==> src/rtl/mulf_norm_round_if.sv <==
// Handshake bundle for the multiplier normalise/round stage.
// slave modport is the stage's view; master is the upstream/downstream driver.
interface mulf_norm_round_if #(
  parameter int PROD_W = 48,
  parameter int EXP_W  = 10
);
  logic                    in_valid;
  logic                    in_ready;
  logic                    in_sign;
  logic signed [EXP_W-1:0] in_exp;
  logic [PROD_W-1:0]       in_prod;
  logic [1:0]              in_class;
  logic                    out_valid;
  logic                    out_ready;
  logic [31:0]             out_result;
  logic [2:0]              out_flags;

  modport slave (
    input  in_valid, in_sign, in_exp, in_prod, in_class, out_ready,
    output in_ready, out_valid, out_result, out_flags
  );

  modport master (
    output in_valid, in_sign, in_exp, in_prod, in_class, out_ready,
    input  in_ready, out_valid, out_result, out_flags
  );
endinterface

==> src/rtl/mulf_norm_round.sv <==
// Normalise/round/pack stage behind the fp32 multiplier core.
// Stage 1 normalises the 48-bit product, stage 2 rounds, detects
// overflow/underflow (flush to zero) and applies class overrides.
// Build option: define MULF_ROUND_EN for round-to-nearest-even;
// otherwise the fraction is truncated (inexact still reported).
module mulf_norm_round #(
  parameter int PROD_W = 48,
  parameter int EXP_W  = 10
) (
  input  logic clk,
  input  logic rst_n,
  mulf_norm_round_if.slave bus
);
  localparam int STAGES = 2;
  localparam logic [1:0] CLS_NORM = 2'b00;
  localparam logic [1:0] CLS_ZERO = 2'b01;
  localparam logic [1:0] CLS_INF  = 2'b10;
  localparam logic signed [EXP_W+1:0] EMAX = 255;

  typedef struct packed {
    logic                  sign;
    logic [1:0]            cls;
    logic [22:0]           frac;
    logic                  g;
    logic                  s;
    logic signed [EXP_W:0] e;
  } s1_t;

  logic [STAGES:1] vld_pipe;
  logic            s2_adv;
  s1_t             s1_d, s1_q;
  logic [31:0]     res_d, res_q;
  logic [2:0]      flg_d, flg_q;

  // Stage 2 working values
  logic                    inc;
  logic [23:0]             fr_r;
  logic signed [EXP_W+1:0] e_r;
  logic                    uflow;

  assign s2_adv        = !vld_pipe[2] || bus.out_ready;
  assign bus.in_ready  = !vld_pipe[1] || s2_adv;
  assign bus.out_valid = vld_pipe[2];
  assign bus.out_result = res_q;
  assign bus.out_flags  = flg_q;

  // Normalise: the product of two [1,2) mantissas lies in [1,4), so at most a one-bit shift
  always_comb begin
    s1_d      = '0;
    s1_d.sign = bus.in_sign;
    s1_d.cls  = bus.in_class;
    s1_d.e    = {bus.in_exp[EXP_W-1], bus.in_exp}
              + {{EXP_W{1'b0}}, bus.in_prod[PROD_W-1]};
    if (bus.in_prod[PROD_W-1]) begin
      s1_d.frac = bus.in_prod[PROD_W-2 -: 23];
      s1_d.g    = bus.in_prod[PROD_W-25];
      s1_d.s    = |bus.in_prod[PROD_W-26:0];
    end else begin
      s1_d.frac = bus.in_prod[PROD_W-3 -: 23];
      s1_d.g    = bus.in_prod[PROD_W-26];
      s1_d.s    = |bus.in_prod[PROD_W-27:0];
    end
  end

  // Round, range-check and pack; class override wins over everything
  always_comb begin
`ifdef MULF_ROUND_EN
    inc = s1_q.g && (s1_q.s || s1_q.frac[0]);
`else
    inc = 1'b0;
`endif
    fr_r  = {1'b0, s1_q.frac} + {23'd0, inc};
    e_r   = {s1_q.e[EXP_W], s1_q.e} + {{(EXP_W+1){1'b0}}, fr_r[23]};
    // underflow looks at the exponent before any rounding carry
    uflow = s1_q.e[EXP_W] || (s1_q.e == '0);
    res_d = {s1_q.sign, e_r[7:0], fr_r[22:0]};
    flg_d = {2'b00, s1_q.g | s1_q.s};
    if (s1_q.cls == CLS_NORM) begin
      if (uflow) begin
        res_d = {s1_q.sign, 31'd0};
        flg_d = 3'b011;
      end else if (e_r >= EMAX) begin
        res_d = {s1_q.sign, 8'hFF, 23'd0};
        flg_d = 3'b101;
      end
    end else begin
      flg_d = 3'b000;
      if (s1_q.cls == CLS_ZERO)     res_d = {s1_q.sign, 31'd0};
      else if (s1_q.cls == CLS_INF) res_d = {s1_q.sign, 8'hFF, 23'd0};
      else                          res_d = 32'h7FC00000;
    end
  end

  // Pipeline registers: stage 1 refills when it empties or moves on, stage 2 holds under stall
  always_ff @(posedge clk or negedge rst_n) begin
    if (!rst_n) begin
      vld_pipe <= '0;
      s1_q     <= '0;
      res_q    <= '0;
      flg_q    <= '0;
    end else begin
      if (bus.in_ready) begin
        vld_pipe[1] <= bus.in_valid;
        if (bus.in_valid) s1_q <= s1_d;
      end
      if (s2_adv) begin
        vld_pipe[2] <= vld_pipe[1];
        if (vld_pipe[1]) begin
          res_q <= res_d;
          flg_q <= flg_d;
        end
      end
    end
  end
endmodule
==> src/flat_wrapper.sv <==
// flat-port wrapper written by rule: the top's interface ports become plain ports
module mulf_norm_round_flat 
#(
  parameter int PROD_W = 48,
  parameter int EXP_W  = 10
)
  (clk, rst_n, bus_in_valid, bus_in_sign, bus_in_exp, bus_in_prod, bus_in_class, bus_out_ready, bus_in_ready, bus_out_valid, bus_out_result, bus_out_flags);
  mulf_norm_round_if #(.PROD_W(PROD_W), .EXP_W(EXP_W)) bus_i ();
  input  logic clk;
  input  logic rst_n;
  input wire logic [$bits(bus_i.in_valid)-1:0] bus_in_valid;
  input wire logic [$bits(bus_i.in_sign)-1:0] bus_in_sign;
  input wire logic [$bits(bus_i.in_exp)-1:0] bus_in_exp;
  input wire logic [$bits(bus_i.in_prod)-1:0] bus_in_prod;
  input wire logic [$bits(bus_i.in_class)-1:0] bus_in_class;
  input wire logic [$bits(bus_i.out_ready)-1:0] bus_out_ready;
  output wire logic [$bits(bus_i.in_ready)-1:0] bus_in_ready;
  output wire logic [$bits(bus_i.out_valid)-1:0] bus_out_valid;
  output wire logic [$bits(bus_i.out_result)-1:0] bus_out_result;
  output wire logic [$bits(bus_i.out_flags)-1:0] bus_out_flags;
  assign bus_i.in_valid = bus_in_valid;
  assign bus_i.in_sign = bus_in_sign;
  assign bus_i.in_exp = bus_in_exp;
  assign bus_i.in_prod = bus_in_prod;
  assign bus_i.in_class = bus_in_class;
  assign bus_i.out_ready = bus_out_ready;
  assign bus_in_ready = bus_i.in_ready;
  assign bus_out_valid = bus_i.out_valid;
  assign bus_out_result = bus_i.out_result;
  assign bus_out_flags = bus_i.out_flags;
  mulf_norm_round #(.PROD_W(PROD_W), .EXP_W(EXP_W)) u_core (.clk(clk), .rst_n(rst_n), .bus(bus_i));
endmodule
==> config.mk <==
export PLATFORM = sky130hd
export DESIGN_NAME = mulf_norm_round_flat
export DESIGN_NICKNAME = d
export VERILOG_FILES = /design/src/rtl/mulf_norm_round_if.sv /design/src/rtl/mulf_norm_round.sv /design/src/flat_wrapper.sv
export SDC_FILE = /design/constraint.sdc
export NUM_CORES = 1
export LEC_CHECK = 0
export ABC_AREA = 1
export CORE_MARGIN = 3
export CORE_UTILIZATION = 48
export CTS_CLUSTER_SIZE = 12
export DETAILED_ROUTE_END_ITERATION = 8
export GPL_TIMING_DRIVEN = 0
export HOLD_SLACK_MARGIN = 0.02
export PLACE_DENSITY = 0.91
export SYNTH_ARGS = -nofsm -noshare
export SYNTH_HDL_FRONTEND = slang
export SYNTH_SLANG_ARGS = --single-unit
==> constraint.sdc <==
create_clock -name clk -period 1.5 [get_ports clk]
set_input_delay 0.225 -clock clk [delete_from_list [all_inputs] [get_ports clk]]
set_output_delay 0.225 -clock clk [all_outputs]
set_load 0.005 [all_outputs]
* Yosys cells after proc, flatten, opt, wreduce, memory -nomap -nowiden *
Cells that the tools add are included.

cells by class
  reduce and logical (&&, ||, !) cells = 11
  muxes and demuxes = 9
  $mul = 0
  equality and inequality tests = 2
  bitwise operators = 1
  $add $sub $neg = 1
  div/mod/pow operators = 0
  magnitude comparators = 1
  shift-type cells = 0

operator list
  operator               count
  $mux W32               3
  $mux W31               2
  $mux W25               1
  $reduce_or A23 Y1      1
  $reduce_or A22 Y1      1
  $add A10 B2 Y11        1
  $ge A11 B9 Y1 const B  1
  $logic_not A11 Y1      1
  $mux W3                3
  $reduce_and A2 Y1      2
  $logic_or A1 B1 Y1     3
  $eq A2 B1 Y1 const B   1
  $eq A2 B2 Y1 const B   1
  $logic_not A1 Y1       2
  $logic_not A2 Y1       1
  $or A1 B1 Y1           1

storage, ports and cells
  memories kept = 0
  bits in registers = 76
  bits in latches = 0
  ROM bits = 0
  bits in writable memories = 0
  output and inout bits = 37

* Depth between registers and ports, before layout *
Gate-level depths: netlist (run 1).

  depth after elaboration = 4
  mapped depth = 9
  mapped depth without buffers = 9

* Worst setup path before layout (run 1) *
OpenSTA, ideal clock, no wires.

  path type = input to register
  start point = in bus_in_prod[47]
  end point = reg u_core.s1_q[10] (netlist name)
  path slack = 0.128 ns
  setup time = 0.127 ns
  stages = 7
  data arrival time = 1.246 ns
  required time = 1.373 ns
  path buffers = 0
  cell sequence = ha_1 > ha_1 > nand3_1 > nor3b_1 > nand3_1 > nand2_1 > o21ai_0

on the way
  word-level cells in the longest chain between the ends = 1

ends and longest elaborated chain
  what                  RTL line                RTL
  start, declared       flat_wrapper.sv:14      input wire logic [$bits(bus_i.in_prod)-1:0] bus_in_prod;
  $add A10 B2 Y11       mulf_norm_round.sv:53   + {{EXP_W{1'b0}}, bus.in_prod[PROD_W-1]};
  end signal, assigned  mulf_norm_round.sv:98   s1_q <= '0;
  end signal, assigned  mulf_norm_round.sv:104  if (bus.in_valid) s1_q <= s1_d;
  end, declared         mulf_norm_round.sv:31   s1_t s1_d, s1_q;

No other way between the ends.
A chain may end at the register's enable or synchronous reset.

* Final worst setup path (run 1) *
  start point = reg u_core.res_q[9], in the netlist u_core.bus.out_result[9]
  end point = out bus_out_result[9]

RTL lines
  what                    RTL line                RTL
  start, declared         mulf_norm_round.sv:32   logic [31:0] res_d, res_q;
  start signal, assigned  mulf_norm_round.sv:109  res_q <= res_d;
  end, declared           flat_wrapper.sv:19      output wire logic [$bits(bus_i.out_result)-1:0] bus_out_result;

No word-level cell between the ends.

==> results of run 1 <==
-- power breakdown --
part / internal [mW] / switching (mW)
logic: 0.903 / 0.890
registers: 2.43 / 0.251
clock network: 0.981 / 0.744
-- per-layer routing --
metal  share of wire  vias to the layer above
met4           0.030                        0
met2            0.50                      200
met5               0                        -
li1                -                     1662
met1            0.40                     1713
met3           0.077                       27
-- final timing paths --
check | endpoint | slack, ps | depth (start not counted)
hold reg to reg | u_core.bus.out_result[20]$_DFFE_PN0P_ | 490 | 2
min in group clk | u_core.s1_q[0]$_DFFE_PN0P_ | 340 | 4
setup / recovery | bus_out_result[9] | 30 | 1
max in group asynchronous | u_core.s1_q[36]$_DFFE_PN0P_ | 870 | 1
setup reg to reg | u_core.bus.out_result[5]$_DFFE_PN0P_ | 40 | 8
hold / removal | u_core.bus.out_result[6]$_DFFE_PN0P_ | -2 | 1
-- per-stage QoR --
step | worst slack (ps) | hold slack [ps] | cells | TNS (ps) | util
2_1_floorplan | 128 | -70.6 | 443 | 0 | -
3_3_place_gp | -2230 | 465 | 643 | -180870 | 0.654
3_5_place_dp | -610 | 418 | 643 | -14280 | 0.653
4_1_cts | 7.59 | 45.3 | 659 | 0 | 0.685
5_1_grt | -31.3 | 90.4 | 664 | -89.8 | 0.701
6_report | 33.9 | -1.59 | 664 | 0 | 0.701
-- layout by cell type, fill, tap and decap left out, types with 4 or more instances in the layout --
cell type,netlist,layout
or2_2,4,4
dlymetal6s2s_1,0,4
inv_1,23,22
dfrtp_1,76,76
clkbuf_4,0,5
nand2_1,157,157
clkbuf_8,0,10
clkbuf_1,8,7
o21ai_0,17,15
o21ai_2,20,20
a21oi_1,10,10
nor2_1,56,53
a31oi_1,23,23
clkdlybuf4s50_1,0,94
buf_4,1,8
nand3_1,8,6
-- logic make-up (layout without fill, tap and decap cells) --
logic type | after synthesis | after routing | synth area share
DFF | 76 | 76 | 0.520
buffers and inverters | 47 | 169 | 0.0588
xor gates and xnor gates | 4 | 4 | 0.00958
AOI/OAI and AO/OA | 74 | 74 | 0.132
adders and majority gates | 5 | 5 | 0.0171
and+or+nand+nor | 237 | 237 | 0.263
-- registers in the layout, summed over array words and instances, names as in the netlist --
signal / flops
u_core.s1_q: 39
u_core.bus.out_result: 32
u_core.bus.out_flags: 3
u_core.vld_pipe: 2
-- layout make-up --
type                       count  area share
buffer                        22      0.0278
clock buffer                  12      0.0282
clock inverter                 4      0.0141
inverter                      25      0.0183
multi-input combinational    320       0.313
sequential                    76       0.370
tap                           99      0.0241
timing repair buffer         106       0.205
-- timing repair --
action	CTS	global route
hold endpoints to repair	0	0
gates resized for setup	8	26
buffers inserted	0	5
hold buffers	0	0
pin swaps	3	4
setup endpoints to repair	23	57
==> summary.md, run 1 <==
| Metric | Value |
|---|---|
| Status | `finished, violations left` |
| Failing checks | `hold timing` |
| Gr ovfl total | `0` |
| Core area | `between 0.007 and 0.008 mm²` |
| Final Power | `6.20 mW` |
| Vias per cell | `roughly 5.4` |
| Syn_nets | `513` |
| CTS clk-pin slew, worst paths | `about 80 ps` |
| Fmax | `between 0.6 and 0.7 GHz` |
| Root Buffer | `clkbuf_8` |
| Synth cell count leaders | `157 x nand2_1, 76 x dfrtp_1, 56 x nor2_1` |
| Ys async rst share | `1.00` |
| Top Family by Delay on Critical Path | `buffers and inverters` |
| Gr usage total | `0.234` |
| Fraction of final layout cells sized beyond drive strength 1 | `0.138` |
| CP arrival | `1240 ps` |
| Pleak | `between 2 and 2.5 nW` |
| Area leader, netlist | `dfrtp_1` |
| Top FF cell, synth | `dfrtp_1` |
| Effective utilization at floorplan | `0.499` |
| Area taken by multi-input logic gates | `between 0.0015 and 0.002 mm²` |
| Slowest stage cell on the critical path | `clkdlybuf4s50_1` |
| Top Ports | `about 100` |
| Normalized max-slew margin | `0.368` |
| Max Clock Skew | `11.4 ps` |
| Number of buffers created by CTS | `9` |
| Placed cell areas | `0.00479 mm²` |
| Max cap viols | `0` |
| DRC | `0` |
| Synth Cell Area | `about 0.0037 mm²` |
| Worst-path cell chain | `clkdlybuf4s50_1` |
| DR WL/cell | `about 16 µm` |
| Filler cell count | `501` |
| CP max stage delay | `roughly 530 ps` |
| H-tree depth | `3` |
| Clk sinks | `76` |
| Die W | `93.3 µm` |
| Critical path startpoint category | `register` |
| Max Buffers Root-to-Sink | `2` |
| Worst reg2reg startpoint | `u_core.s1_q[10]$_DFFE_PN0P_` |
| Number of synthesized flops with an enable pin | `0` |
| Vias in the first global route | `between 3000 and 4000` |
| Critical path class | `reg2out` |
| Maximum number of pins on one net before global-route repair | `77` |
| Final Hold Slack | `-1.59 ps` |
| Final hold vios | `1` |
| Design area | `between 0.005 and 0.006 mm²` |
| Sequential area share after synthesis | `0.520` |
| Nets | `630` |
| Rows | `31` |
| ANT nets after route | `0` |
| Global-route wire length before repair | `16000 µm` |
| Maximum vdd drop | `roughly 600 µV` |
| CP Launch Point | `u_core.bus.out_result[9]$_DFFE_PN0P_` |
| Cells after synthesis | `443` |
| Crit share post-route | `0.977` |
| Antenna Cells | `0` |
| Die height | `a little over 90 µm` |
| Starting DRT DRC Count | `292` |
| M3 GR Usage | `0.0418` |
| Final setup viols | `0` |
| Final HPWL DP | `around 7000 µm` |
| Fin. max-slew vios | `0` |
| DR pass1 iterations | `5` |
| Most common cell in the netlist | `nand2_1` |
| Crit path buffers/inverters | `1` |
| Register bit total from synthesis | `76` |
| IO buf count | `between 100 and 150` |
| Worst Tran Pin Value | `~950 ps` |
| Via count | `roughly 3600` |
| Antenna violations before repair | `0` |
| RePlAce Congestion | `between 0.8 and 0.9` |
| Reg area | `0.00190 mm²` |
| Netlist cell types | `31` |
| GRT busiest layer | `met2` |
| Synth area leaders | `dfrtp_1 52%, nand2_1 16%, nor2_1 5.7%, o21ai_2 4.8%, a31oi_1 3.9%` |
| Met1 Usage GRT | `0.296` |
| Hold Path Class | `in2async` |
| Met2 Usage GRT | `0.396` |
| Data required, critical path | `1270 ps` |
| Area delta synth->final | `40.5%` |
| Die area | `0.00870 mm²` |
| Sum of routed wire length over all layers | `around 10000 µm` |
| Top cell type's share of synthesized area | `0.520` |
| Pwr Density | `between 1000 and 1500 mW/mm²` |
| Critical path capture point type | `primary output` |
| Clock Latency Late Sink | `around 350 ps` |
| CP max FO | `2` |
| Syn_area_per_cell | `approximately 8.3 µm²` |
| Crit path time final | `~1500 ps` |
| Syn. warnings | `0` |
| CTS tree | `built` |
Power figures use the tool's default switching activity.
==> inputs of run 2 (changes only) <==
Settings changed: CORE_UTILIZATION 48 to 33, HOLD_SLACK_MARGIN 0.02 to not set, PLACE_DENSITY 0.91 to 0.7.
Clock period 1.5 ns to 1.8 ns, I/O delays scaled along.
==> run 2 against run 1 <==
Cell area rose by 0.19%. The run now ends clean. Hold slack improved by 360 ps. Clock power about the same. Worst setup slack better by 70 ps. Sequential power fell by 18%. Largest cell class unchanged. Wire length down 6.4%. Register-to-register slack better by 240 ps. Non-clock buffer count down 3. Critical path depth up 7.
==> summary.md, run 2 (synthesized netlist as in run 1, its figures left out) <==
| Metric | Value |
|---|---|
| Status | `completed (was finished, violations left)` |
| Vias in the first global route | `3235 (was 3480)` |
| DP Worst Slack | `-411 ps (was -610 ps)` |
| Reg power frac | `0.412 (was 0.432)` |
| Design area | `0.00515 mm² (was 0.00514 mm²)` |
| Sum of routed wire length over all layers | `9740 µm (was 10400 µm)` |
| Crit share post-route | `0.942` |
| Worst Tran Pin Value | `523 ps (was 949 ps)` |
| Post-layout worst setup margin | `104 ps (was 33.9 ps)` |
| Clk sinks | `76 (unchanged)` |
| Effective utilization at floorplan | `0.346 (was 0.499)` |
| Fmax | `between 0.5 and 0.6 GHz` |
| Maximum vdd drop | `382 µV (was 594 µV)` |
| Post-CTS setup buffer count | `0 (unchanged)` |
| Most frequent cells in the layout | `157 x nand2_1, 100 x clkdlybuf4s50_1, 76 x dfrtp_1 (was 157 x nand2_1, 94 x clkdlybuf4s50_1, 76 x dfrtp_1)` |
| Max Buffers Root-to-Sink | `2 (unchanged)` |
| Gr usage total | `0.159 (was 0.234)` |
| H-tree depth | `3 (unchanged)` |
| Final hold vios | `0 (was 1)` |
| Placed cell areas | `0.00486 mm² (was 0.00479 mm²)` |
| Switching Share | `0.281 (was 0.304)` |
| RSZ-0062 raised after global routing | `no` |
| Final setup viols | `0 (unchanged)` |
| Clock Power Share | `0.321 (was 0.278)` |
| Pwr Density | `1040 mW/mm² (was 1210 mW/mm²)` |
| Die W | `111 µm (was 93.3 µm)` |
| Top Family by Delay on Critical Path | `simple AND/OR/NAND/NOR gates (was buffers and inverters)` |
| IO buf count | `101 (unchanged)` |
| DR WL/cell | `13.9 µm (was 15.7 µm)` |
| Reg with most FFs | `u_core.s1_q (unchanged)` |
| Reg-to-reg endpoint | `u_core.bus.out_result[13]$_DFFE_PN0P_ (was u_core.bus.out_result[5]$_DFFE_PN0P_)` |
| Worst R2R Setup Slack | `280 ps (was 40 ps)` |
| Starting DRT DRC Count | `188 (was 292)` |
| ANT nets after route | `0 (unchanged)` |
| Number of buffers created by CTS | `9 (unchanged)` |
| Clock Latency Late Sink | `360 ps (was 350 ps)` |
| Pleak | `2.33 nW (was 2.37 nW)` |
| Area delta synth->final | `40.8% (was 40.5%)` |
| Net Sw Power | `1.51 mW (was 1.88 mW)` |
| Worst-case reg-to-reg path depth | `9 (was 8)` |
| Worst path depth | `8 (was 1)` |
| Fraction of final layout cells sized beyond drive strength 1 | `0.112 (was 0.138)` |
| CP max FO | `4 (was 2)` |
| Final Power | `5.36 mW (was 6.20 mW)` |
| Vias per cell | `4.75 (was 5.42)` |
| Normalized max-slew margin | `0.650 (was 0.368)` |
| CP max stage delay | `510 ps (was 530 ps)` |
| Maximum number of pins on one net before global-route repair | `54 (was 77)` |
| Filler cell count | `1034 (was 501)` |
| Die area | `0.0124 mm² (was 0.00870 mm²)` |
| Top Ports | `102 (unchanged)` |
| Max reg flops | `39 (unchanged)` |
| Data required, critical path | `2040 ps (was 1270 ps)` |
| Antenna Cells | `0 (unchanged)` |
| Core area | `0.0106 mm² (was 0.00733 mm²)` |
| Fin. max-slew vios | `0 (unchanged)` |
| Max cap viols | `0 (unchanged)` |
| Critical path class | `in2reg (was reg2out)` |
| CTS tree | `built (unchanged)` |
| Slowest stage cell on the critical path | `clkdlybuf4s50_1 (unchanged)` |
| Critical path startpoint category | `input port (was register)` |
| Via count | `3316 (was 3602)` |
| Hold Path Class | `in2async (unchanged)` |
| Gr ovfl total | `0 (unchanged)` |
| DR pass1 iterations | `4 (was 5)` |
| Global-route wire length before repair | `15800 µm (was 16000 µm)` |
| Root Buffer | `clkbuf_8 (unchanged)` |
| Gate power share | `0.267 (was 0.289)` |
| CP arrival | `1930 ps (was 1240 ps)` |
| Critical path capture point type | `register (was primary output)` |
| Internal Power | `3.85 mW (was 4.31 mW)` |
| Commonest non-fill, non-tap cell in the layout | `nand2_1 (unchanged)` |
| Antenna violations before repair | `0 (unchanged)` |
| Die height | `111 µm (was 93.3 µm)` |
| CTS clk-pin slew, worst paths | `70 ps (was 80 ps)` |
| Rows | `37 (was 31)` |
| Final HPWL DP | `7590 µm (was 7090 µm)` |
| Final core utilization | `0.488 (was 0.701)` |
| Nets | `627 (was 630)` |
| DRC | `0 (unchanged)` |
| Max Clock Skew | `9.42 ps (was 11.4 ps)` |
| Worst reg2reg startpoint | `u_core.s1_q[9]$_DFFE_PN0P_ (was u_core.s1_q[10]$_DFFE_PN0P_)` |
| Crit path buffers/inverters | `1 (unchanged)` |
| Worst-path cell chain | `clkdlybuf4s50_1 -> ha_1 -> ha_1 -> nand3_1 -> nor3b_4 -> nand3_1 -> nand2_1 -> o21ai_0 (was clkdlybuf4s50_1)` |
| Crit path time final | `between 1500 and 2000 ps` |
| RePlAce Congestion | `0.887 (was 0.841)` |
## run 2: power groups by stage
| stage | Clock [mW] | Sequential (mW) | Combinational [mW] |
|---|---|---|---|
| finish | 1.72 | 2.21 | 1.43 |
| global placement | 0 | 2.23 | 1.40 |
| CTS | 1.74 | 2.21 | 1.45 |
| detailed placement | 0 | 2.24 | 1.44 |
| floorplan | 0 | 2.22 | 0.689 |
| global route | 1.84 | 2.25 | 1.59 |
## run 2: how the worst max path moves through the flow
stage,start,endpoint,slack [ps]
floorplan,bus_in_prod[47],u_core.s1_q[10]$_DFFE_PN0P_,380
global placement,rst_n,u_core.bus.out_result[6]$_DFFE_PN0P_,-2080
detailed placement,bus_in_prod[47],u_core.s1_q[8]$_DFFE_PN0P_,-410
CTS,bus_in_prod[47],u_core.s1_q[8]$_DFFE_PN0P_,130
global route,bus_in_prod[47],u_core.s1_q[8]$_DFFE_PN0P_,20
finish,bus_in_prod[47],u_core.s1_q[8]$_DFFE_PN0P_,100
## run 2: per-stage QoR
step                      setup TNS [ps]  hold slack (ps)  instances
after floorplan                        0            -25.6        443
after global placement           -159220              464        680
after detailed placement           -2640              196        681
after CTS                              0              356        698
after global routing                   0              394        698
final                                  0              356        698
## run 2: worst reg2reg max path, cell delays in order (launching register included)
cell and delay, ps:
dfrtp_1 380, nor2_1 120, nand2_1 100, nor2_1 170, nand2_2 80, nand2_2 130, nor2_8 60, nand2_4 90
buf_6 180, o21ai_2 70
## run 2: per-layer routing
metal	vias to the layer above	GRT usage	share of wire
li1	1650	-	-
met1	1532	0.196	0.42
met2	120	0.263	0.49
met3	14	0.0349	0.068
met4	0	0.0779	0.022
met5	-	0	0
## run 2: timing repair
item	CTS	global route
endpoints found under the hold margin	23	0
hold buffers	1	0
endpoints found under the setup margin	2	1
resized for setup	1	1
## run 2: area by class of cell
type                       count  area, µm²  share of cell area
buffer                        22        121              0.0236
clock buffer                  12        145              0.0282
clock inverter                 4        120              0.0233
inverter                      25       93.8              0.0182
multi-input combinational    320       1550               0.301
sequential                    76       1900               0.369
tap                          136        170              0.0330
timing repair buffer         103       1050               0.203
==> inputs of run 3 (changes only) <==
Settings changed: CORE_UTILIZATION 33 to 52, CTS_CLUSTER_SIZE 12 to not set, PLACE_DENSITY 0.7 to 0.95.
==> run 3 against run 2 <==
Utilization grew 28 points. Clock skew grew 1.4 ps. Cell area shrank 2.2%. Hold slack lost 300 ps. First-iteration DRC count grew 29%. Combinational power is essentially flat. Clock power shrank 9%. Global-route usage grew 8.7 points. Largest cell class unchanged. Largest power group unchanged.
==> summary.md, run 3 (synthesized netlist as in run 1, its figures left out) <==
| Metric | Value |
|---|---|
| Rows | `29 (was 37)` |
| Critical path class | `reg2out (was in2reg)` |
| Clock Latency Late Sink | `350 ps (was 360 ps)` |
| Worst-case reg-to-reg path depth | `5 (was 9)` |
| Status | `completed (unchanged)` |
| Fmax | `0.590 GHz (about the same)` |
| Critical path startpoint category | `register (was input port)` |
| CTS clk-pin slew, worst paths | `80 ps (was 70 ps)` |
| Worst-path cell chain | `nand3_2 -> clkdlybuf4s50_1 (was clkdlybuf4s50_1 -> ha_1 -> ha_1 -> nand3_1 -> nor3b_4 -> nand3_1 -> nand2_1 -> o21ai_0)` |
| Fraction of final layout cells sized beyond drive strength 1 | `0.113 (was 0.112)` |
| Pwr Density | `1040 mW/mm² (about the same)` |
| Clk sinks | `76 (unchanged)` |
| Top Ports | `102 (unchanged)` |
| Critical path capture point type | `primary output (was register)` |
| CP arrival | `1420 ps (was 1930 ps)` |
| Sum of routed wire length over all layers | `9750 µm (was 9740 µm)` |
| Global-route wire length before repair | `16200 µm (was 15800 µm)` |
| DRC | `0 (unchanged)` |
| RePlAce Congestion | `0.853 (was 0.887)` |
| Root Buffer | `clkbuf_8 (unchanged)` |
| Effective utilization at floorplan | `0.557 (was 0.346)` |
| Placed cell areas | `0.00478 mm² (was 0.00486 mm²)` |
| Nets | `625 (was 627)` |
| DR WL/cell | `15.0 µm (was 13.9 µm)` |
| Max Buffers Root-to-Sink | `2 (unchanged)` |
| Switching Share | `0.296 (was 0.281)` |
| Fin. max-slew vios | `0 (unchanged)` |
| Die area | `0.00808 mm² (was 0.0124 mm²)` |
| Gate power share | `0.277 (was 0.267)` |
| Antenna violations before repair | `0 (unchanged)` |
| Final HPWL DP | `7250 µm (was 7590 µm)` |
| Vias in the first global route | `3479 (was 3235)` |
| Design area | `0.00504 mm² (was 0.00515 mm²)` |
| Clock Power Share | `0.298 (was 0.321)` |
| Net Sw Power | `1.55 mW (was 1.51 mW)` |
| Final setup viols | `0 (unchanged)` |
| Max Clock Skew | `10.8 ps (was 9.42 ps)` |
| Commonest non-fill, non-tap cell in the layout | `nand2_1 (unchanged)` |
| Worst reg2reg startpoint | `u_core.s1_q[36]$_DFFE_PN0P_ (was u_core.s1_q[9]$_DFFE_PN0P_)` |
| Crit path time final | `1690 ps (was 1700 ps)` |
| Reg power frac | `0.425 (was 0.412)` |
| Worst Tran Pin Value | `942 ps (was 523 ps)` |
| Die W | `89.9 µm (was 111 µm)` |
| Reg with most FFs | `u_core.s1_q (unchanged)` |
| Hold Path Class | `in2async (unchanged)` |
| Internal Power | `3.70 mW (was 3.85 mW)` |
| Gr usage total | `0.246 (was 0.159)` |
| CTS tree | `built (unchanged)` |
| Final hold vios | `0 (unchanged)` |
| ANT nets after route | `0 (unchanged)` |
| Number of buffers created by CTS | `9 (unchanged)` |
| Data required, critical path | `1530 ps (was 2040 ps)` |
| Normalized max-slew margin | `0.372 (was 0.650)` |
| Area delta synth->final | `37.7% (was 40.8%)` |
| Gr ovfl total | `0 (unchanged)` |
| Max cap viols | `0 (unchanged)` |
| Starting DRT DRC Count | `242 (was 188)` |
| CP Launch Point | `u_core.vld_pipe[2]$_DFFE_PN0P_ (was bus_in_prod[47])` |
| CP max stage delay | `520 ps (was 510 ps)` |
| Worst R2R Setup Slack | `240 ps (was 280 ps)` |
| Filler cell count | `433 (was 1034)` |
| Most frequent cells in the layout | `157 x nand2_1, 100 x clkdlybuf4s50_1, 76 x dfrtp_1 (unchanged)` |
| Core area | `0.00657 mm² (was 0.0106 mm²)` |
| Worst Setup EP | `bus_in_ready (was u_core.s1_q[8]$_DFFE_PN0P_)` |
| Reg-to-reg endpoint | `u_core.bus.out_result[29]$_DFFE_PN0P_ (was u_core.bus.out_result[13]$_DFFE_PN0P_)` |
| Crit share post-route | `0.941 (was 0.942)` |
| Antenna Cells | `0 (unchanged)` |
| DR pass1 iterations | `5 (was 4)` |
| RSZ-0062 raised after global routing | `no (unchanged)` |
| Final Power | `5.25 mW (was 5.36 mW)` |
| Maximum vdd drop | `477 µV (was 382 µV)` |
| Max reg flops | `39 (unchanged)` |
| Maximum number of pins on one net before global-route repair | `77 (was 54)` |
| Pleak | `2.30 nW (was 2.33 nW)` |
| H-tree depth | `3 (unchanged)` |
| Via count | `3523 (was 3316)` |
| Slowest stage cell on the critical path | `clkdlybuf4s50_1 (unchanged)` |
| Vias per cell | `5.40 (was 4.75)` |
| Final Hold Slack | `54.8 ps (was 356 ps)` |
| Die height | `89.9 µm (was 111 µm)` |
| IO buf count | `101 (unchanged)` |
| Hold Buf Count CTS | `0 (was 1)` |
| CP max FO | `3 (was 4)` |
run 3: power by group through the flow:
stage / sequential, mW / clock, mW / combinational (mW)
6_report: 2.23 / 1.57 / 1.45
5_1_grt: 2.26 / 1.64 / 1.61
4_1_cts: 2.23 / 1.57 / 1.45
3_5_place_dp: 2.26 / 0 / 1.43
3_3_place_gp: 2.23 / 0 / 1.37
2_1_floorplan: 2.22 / 0 / 0.689
run 3: how the worst min path moves through the flow:
stage                     slack (ps)  cells past startpoint                             endpoint
after detailed placement         460                      1           u_core.s1_q[9]$_DFFE_PN0P_
after CTS                         90                      1          u_core.s1_q[25]$_DFFE_PN0P_
after floorplan                  -30                      0  u_core.bus.out_flags[0]$_DFFE_PN0P_
after global routing             130                      1           u_core.s1_q[2]$_DFFE_PN0P_
after global placement           470                      2  u_core.bus.out_flags[1]$_DFFE_PN0P_
final                             50                      1           u_core.s1_q[2]$_DFFE_PN0P_
run 3: layer usage:
metal / up-vias / track usage / part of all wire
li1: 1638 / - / -
met1: 1686 / 0.304 / 0.41
met2: 166 / 0.404 / 0.48
met3: 33 / 0.0576 / 0.078
met4: 0 / 0.129 / 0.033
met5: - / 0 / 0
run 3: worst max-delay path, delay by kind of cell, from the launching register on:
kind	cells	cell delay, ps
buffers and inverters	1	520
flip-flops	1	410
AND/OR/NAND/NOR	1	140
run 3: area by class of cell:
cell class	instances	area (µm²)	area share
buffer	22	121	0.0241
clock inverter	4	97.6	0.0194
sequential	76	1900	0.378
clock buffer	11	141	0.0281
inverter	25	93.8	0.0186
tap	93	116	0.0231
timing repair buffer	101	1010	0.200
multi-input combinational	320	1560	0.309
run 3: through the flow:
step / cells / worst slack (ps) / TNS (ps) / util
6_report: 652 / 106 / 0 / 0.767
3_3_place_gp: 637 / -1920 / -146780 / 0.729
2_1_floorplan: 443 / 383 / 0 / -
5_1_grt: 652 / 39.4 / 0 / 0.767
4_1_cts: 652 / 1.76 / 0 / 0.765
3_5_place_dp: 637 / -383 / -1290 / 0.728
run 3: what timing repair did:
item,in CTS,in global routing
setup buffers,0,0
resized for setup,0,3
endpoints found under the setup margin,0,3
